--- src/rtl/copyread_requester.sv ---
// Per-lane copy-read requester: FIFOs byte-granular copy commands and issues 1-2 line-aligned requests.
// Optional COPYREAD_REQ_STATS_EN adds stall_cnt/req_cnt saturating counters.
module copyread_requester #(
  parameter int DEPTH = 4,
  parameter int AW    = 9
) (
  input  logic            clk,
  input  logic            rst_n,
  input  logic            cmd_valid,
  output logic            cmd_ready,
  input  logic [AW+2:0]   cmd_addr,
  input  logic [3:0]      cmd_len,
  input  logic [63:0]     cmd_data,
  output logic [AW+71:0]  req_out,
  output logic            req_valid,
  input  logic            rd_in,
  output logic            idle
`ifdef COPYREAD_REQ_STATS_EN
  ,
  output logic [31:0]     stall_cnt,
  output logic [31:0]     req_cnt
`endif
);

  localparam int PW = $clog2(DEPTH);
  localparam int EW = AW + 3 + 4 + 64;

  typedef enum logic [1:0] {S_IDLE, S_FIRST, S_SECOND} state_t;

  typedef struct packed {
    logic [AW-1:0] line;
    logic [7:0]    mask1;
    logic [7:0]    mask2;
    logic [63:0]   data;
  } beat_t;

  // Clamp length, rotate payload into its byte lanes, and split the mask across two lines.
  function automatic beat_t decode(input logic [EW-1:0] e);
    logic [AW+2:0] a;
    logic [3:0]    l;
    logic [63:0]   d;
    logic [3:0]    n;
    logic [6:0]    sh;
    logic [15:0]   m;
    beat_t         b;
    {a, l, d} = e;
    n  = (l > 4'd8) ? 4'd8 : l;
    sh = {1'b0, a[2:0], 3'b000};
    m  = ((16'd1 << n) - 16'd1) << a[2:0];
    b.line  = a[AW+2:3];
    b.mask1 = m[7:0];
    b.mask2 = m[15:8];
    b.data  = (d << sh) | (d >> (7'd64 - sh));
    return b;
  endfunction

  logic [EW-1:0] mem [DEPTH];
  logic [PW-1:0] wr_ptr, rd_ptr, rd_ptr_nx;
  logic [PW:0]   count;
  state_t        state, state_nx;

  logic [AW-1:0] req_line;
  logic [7:0]    req_mask, mask2_q;
  logic [63:0]   req_data;

  logic          push, pop, grant, load, load_second;
  logic [EW-1:0] in_entry, load_entry;
  beat_t         load_beat;

  assign cmd_ready = (count < (PW+1)'(DEPTH));
  assign push      = cmd_valid & cmd_ready & (cmd_len != 4'd0);
  assign grant     = req_valid & rd_in;
  assign in_entry  = {cmd_addr, cmd_len, cmd_data};
  assign rd_ptr_nx = rd_ptr + PW'(1);
  assign load_beat = decode(load_entry);
  assign req_out   = {req_line, req_mask, req_data};
  assign idle      = (count == '0) && (state == S_IDLE);

  // The head stays in the FIFO until its last half is granted; an empty FIFO
  // forwards the incoming command straight into the output register.
  always_comb begin
    state_nx    = state;
    pop         = 1'b0;
    load        = 1'b0;
    load_second = 1'b0;
    load_entry  = in_entry;
    case (state)
      S_IDLE: begin
        if (count != '0) begin
          load       = 1'b1;
          load_entry = mem[rd_ptr];
          state_nx   = S_FIRST;
        end else if (push) begin
          load     = 1'b1;
          state_nx = S_FIRST;
        end
      end
      S_FIRST, S_SECOND: begin
        if (grant) begin
          if (state == S_FIRST && mask2_q != '0) begin
            load_second = 1'b1;
            state_nx    = S_SECOND;
          end else begin
            pop = 1'b1;
            if (count > (PW+1)'(1)) begin
              load       = 1'b1;
              load_entry = mem[rd_ptr_nx];
              state_nx   = S_FIRST;
            end else if (push) begin
              load     = 1'b1;
              state_nx = S_FIRST;
            end else begin
              state_nx = S_IDLE;
            end
          end
        end
      end
      default: state_nx = S_IDLE;
    endcase
  end

  always_ff @(posedge clk) begin
    if (push) mem[wr_ptr] <= in_entry;
  end

  always_ff @(posedge clk or negedge rst_n) begin
    if (!rst_n) begin
      wr_ptr    <= '0;
      rd_ptr    <= '0;
      count     <= '0;
      state     <= S_IDLE;
      req_valid <= 1'b0;
      req_line  <= '0;
      req_mask  <= '0;
      req_data  <= '0;
      mask2_q   <= '0;
    end else begin
      if (push) wr_ptr <= wr_ptr + PW'(1);
      if (pop)  rd_ptr <= rd_ptr_nx;
      case ({push, pop})
        2'b10:   count <= count + (PW+1)'(1);
        2'b01:   count <= count - (PW+1)'(1);
        default: count <= count;
      endcase
      state     <= state_nx;
      req_valid <= (state_nx != S_IDLE);
      if (load) begin
        req_line <= load_beat.line;
        req_mask <= load_beat.mask1;
        req_data <= load_beat.data;
        mask2_q  <= load_beat.mask2;
      end else if (load_second) begin
        req_line <= req_line + AW'(1);
        req_mask <= mask2_q;
        mask2_q  <= '0;
      end
    end
  end

`ifdef COPYREAD_REQ_STATS_EN
  always_ff @(posedge clk or negedge rst_n) begin
    if (!rst_n) begin
      stall_cnt <= '0;
      req_cnt   <= '0;
    end else begin
      if (req_valid && !rd_in && stall_cnt != '1) stall_cnt <= stall_cnt + 32'd1;
      if (grant && req_cnt != '1)                 req_cnt   <= req_cnt + 32'd1;
    end
  end
`endif

endmodule

--- config.mk ---
export PLATFORM = sky130hd
export DESIGN_NAME = copyread_requester
export DESIGN_NICKNAME = d
export VERILOG_FILES = /design/src/rtl/copyread_requester.sv
export SDC_FILE = /design/constraint.sdc
export NUM_CORES = 1
export LEC_CHECK = 0
export ABC_AREA = 1
export BUFFER_PORTS_ARGS = -buffer_cell sky130_fd_sc_hd__buf_4
export CAP_MARGIN = 40
export CORE_UTILIZATION = 50
export CTS_CLUSTER_DIAMETER = 60
export DETAILED_ROUTE_END_ITERATION = 8
export PLACE_DENSITY = 0.68
export SYNTH_ARGS = -nofsm -noshare
export SYNTH_HDL_FRONTEND = slang
export SYNTH_SLANG_ARGS = --single-unit
export TNS_END_PERCENT = 1
--- constraint.sdc ---
create_clock -name clk -period 12.5 [get_ports clk]
set_clock_uncertainty 0.15 [all_clocks]
set_input_delay 0.625 -clock clk [delete_from_list [all_inputs] [get_ports clk]]
set_output_delay 0.625 -clock clk [all_outputs]
set_load 0.02 [all_outputs]
==> flow_summary.toml <==
[outcome]
status = "finished, final reports clean"

[clock_network]
ctsHtreeMaxLevel = 2
cts.path.max_buffers = 3
cts.sinks = 419
cts_tree = "done"
cts_inserted_buffers = 49
root_buffer = "clkbuf_16"
path_clk_slew_ns = 0.06
insertion_delay_ns = 0.61
cts-resized-gates = 0

[setup_path]
crit_chain = "inv_1, ha_1, inv_1, nor2_4, buf_4, inv_2, buf_4, a21oi_1, a21oi_1, or2_1, nand2_2, buf_4, inv_2, ha_1, buf_4, inv_1, buf_4, nand3_1, o21ai_1, nor2_1, nor3_1, nor2_1"
endpoint = "req_data[32]"
r2r_setup_slack_ns = 6.39
rr_endpoint = "req_data[32]"
timing.rr.start = "state[0]"
crit_slowest_cell = "inv_1"
cp_common_cell = "buf_4"
critical_path_class = "reg2reg"
cp.arrival_ns = 6.44
worstRegToRegCells = 22
critical_path.max_fanout = 74
cp-end-kind = "register"
worst_setup_path_start_kind = "register"
cp-startpoint = "state[0]"
required_ns = 12.83
worst_path_largest_cell_delay_ns = 0.71

[timing]
finalSetupViolCount = 0
max_freq_ghz = 0.164
slew-limit-headroom_pct = 36.1
tightest_slew_ns = 0.949
rsz0062_at_grt = "false"
period_needed_ns = 6.11
finalSetupTns_ns = 0
finalHoldViolations = 0
timing.final.crit_share_pct = 48.9
drv_slew = 0

[yosys]
ys_types = 53
synth_area_sq_mm = 0.0232
synth-main-ff-cell = "edfxtp_1"
async_flop_share_pct = 23.6
seq_area_frac_synth_pct = 52.1
yosys_warnings = 0
syn_inst = 2751
ys_seq_elements = 419
avgSynthCellArea_sq_um = 8.43
syn_nets = 2849
synth-edff-count = 320

[grt]
grt.busiest_layer = "met2"
grt_util_met2_pct = 57.4
use_met1_pct = 45.0
grt_pass1_vias = 21000
grt-ovfl-total = 0
grt_max_degree = 84
antenna_found_initial = 2
grt_use_met3_pct = 5.89
track_usage_pct = 35.0
grt_pass1_wl_microns = 125000

[floorplan]
die_h_microns = 217
initial_core_util_pct = 50.9
coreArea_sq_mm = 0.0456
fp-row-count = 78
die_w_microns = 217
ios = 168
die_area_sq_mm = 0.0473

[route]
drt-total-wl_microns = 83300
num_vias = 21600
viasPerCell = 6.21
wl_per_cell_microns = 24.0
drc_errors = 0
first_pass_iters = 6
ant_nets = 0
drt_iter0_drc = 2373

[layout]
syn_to_final_growth_pct = 13.6
layout_commonest_cell = "nand2_1"
num-nets-final = 2934
drive_above_1_share_pct = 12.2
fillers = 4024
final_cell_mix = "860 x nand2_1, 320 x edfxtp_1, 233 x a21oi_1, 206 x buf_4, 157 x o21ai_0"

[place]
hpwl_microns = 53800
numPortBuffers = 167
gp_congestion = 0.949

[worst_hold_path]
hold_path.class = "in2reg"

[job]
max_cap_violations = 0
## cells in the mapped netlist, drive strengths merged (2+ instances only)
cell type	instances	area share, %
xor2	4	0.15
a21o	4	0.13
edfxtp	320	41
o22ai	65	1.8
nand4	10	0.27
inv	175	2.8
nor2	165	2.9
o2111ai	35	1.3
o31ai	2	0.065
mux2	5	0.24
o2111a	4	0.19
o32ai	6	0.23
nand3	147	3.2
nand2	872	14
clkbuf	65	1.1
a31oi	17	0.46
a21oi	233	5.0
a22o	6	0.23
o21ai	230	5.0
buf	118	2.9
o221ai	3	0.11
xnor2	7	0.26
a211oi	2	0.065
clkinv	2	0.032
a221oi	14	0.53
ha	14	0.76
dfrtp	99	11
nor3	12	0.26
a21boi	4	0.13
a22oi	26	0.84
o21bai	2	0.065
o211ai	62	2.0
o32a	2	0.086
or2	14	0.38
## what timing repair did
item,in CTS,in global routing
buffers inserted,0,0
hold buffers,1,0
hold endpoints to repair,28,0
## worst min path at each step
| stage | startpoint | to | slack [ns] | cells after the start |
|---|---|---|---|---|
| finish | cmd_data[0] | mem[3][0] | 0.08 | 1 |
| global route | cmd_data[59] | mem[2][59] | 0.06 | 1 |
| CTS | cmd_data[0] | mem[3][0] | 0.06 | 1 |
| detailed placement | req_mask[0] | req_mask[0] | 0.34 | 2 |
| global placement | req_data[35] | req_data[35] | 0.33 | 2 |
| floorplan | rst_n | count[0] | 0.18 | 0 |
## metal layers
metal	wire length [microns]	vias up
met4	4160	4
li1	-	9735
met3	8000	235
met5	26	-
met2	39200	1309
met1	31900	10300
## kinds of logic (layout without fill, tap and decap cells)
kind of cell    after synthesis  after routing  share of synthesized area (%)
flops                       419            419                           52.1
xor+xnor                     11             11                          0.415
fa+ha+maj                    14             14                          0.755
simple gates               1222           1222                           21.3
buf+inv                     360            485                           6.80
other cells                   0              1                              0
mux                           6              6                          0.286
compound gates              719            719                           18.3
## layout make-up
class | count | area (sq um) | share of cell area [%]
clock inverters | 29 | 245 | 0.931
inverters | 177 | 668 | 2.54
multi-input cells | 1972 | 9580 | 36.4
flip-flops and latches | 419 | 12100 | 45.9
diodes | 1 | 2.50 | 0.00950
repair buffers | 217 | 1730 | 6.55
clock buffers | 62 | 1280 | 4.88
well taps | 600 | 751 | 2.85
## worst max-delay path: cells and delay by family (launching register included)
| kind | cells | cell delay, ns |
|---|---|---|
| buf+inv | 10 | 3.61 |
| simple gates | 7 | 0.74 |
| fa+ha+maj | 2 | 0.54 |
| flops | 1 | 0.42 |
| compound gates | 3 | 0.33 |
## sequential cells by signal, indices dropped and copies added, names as in the netlist
name       cells
rd_ptr         2
mask2_q        8
count          3
req_line       9
mem          320
req_mask       8
state          2
req_valid      1
req_data      64
wr_ptr         2
## stage by stage
| stage | setup WS, ns | util [%] | hold WS, ns | area [sq um] | std cells |
|---|---|---|---|---|---|
| finish | 6.39 | 57.8 | 0.0757 | 26400 | 3477 |
| global route | 6.07 | 57.8 | 0.0609 | 26300 | 3476 |
| CTS | 6.56 | 57.8 | 0.0583 | 26300 | 3476 |
| detailed placement | 6.35 | 54.4 | 0.339 | 24800 | 3384 |
| global placement | 6.41 | 54.0 | 0.325 | 24600 | 3373 |
| floorplan | 7.39 | - | 0.179 | 23200 | 2751 |
Power is left out: the tool's default activity adds up to more than one toggle a clock period on the data nets, which glitch-free logic cannot reach.
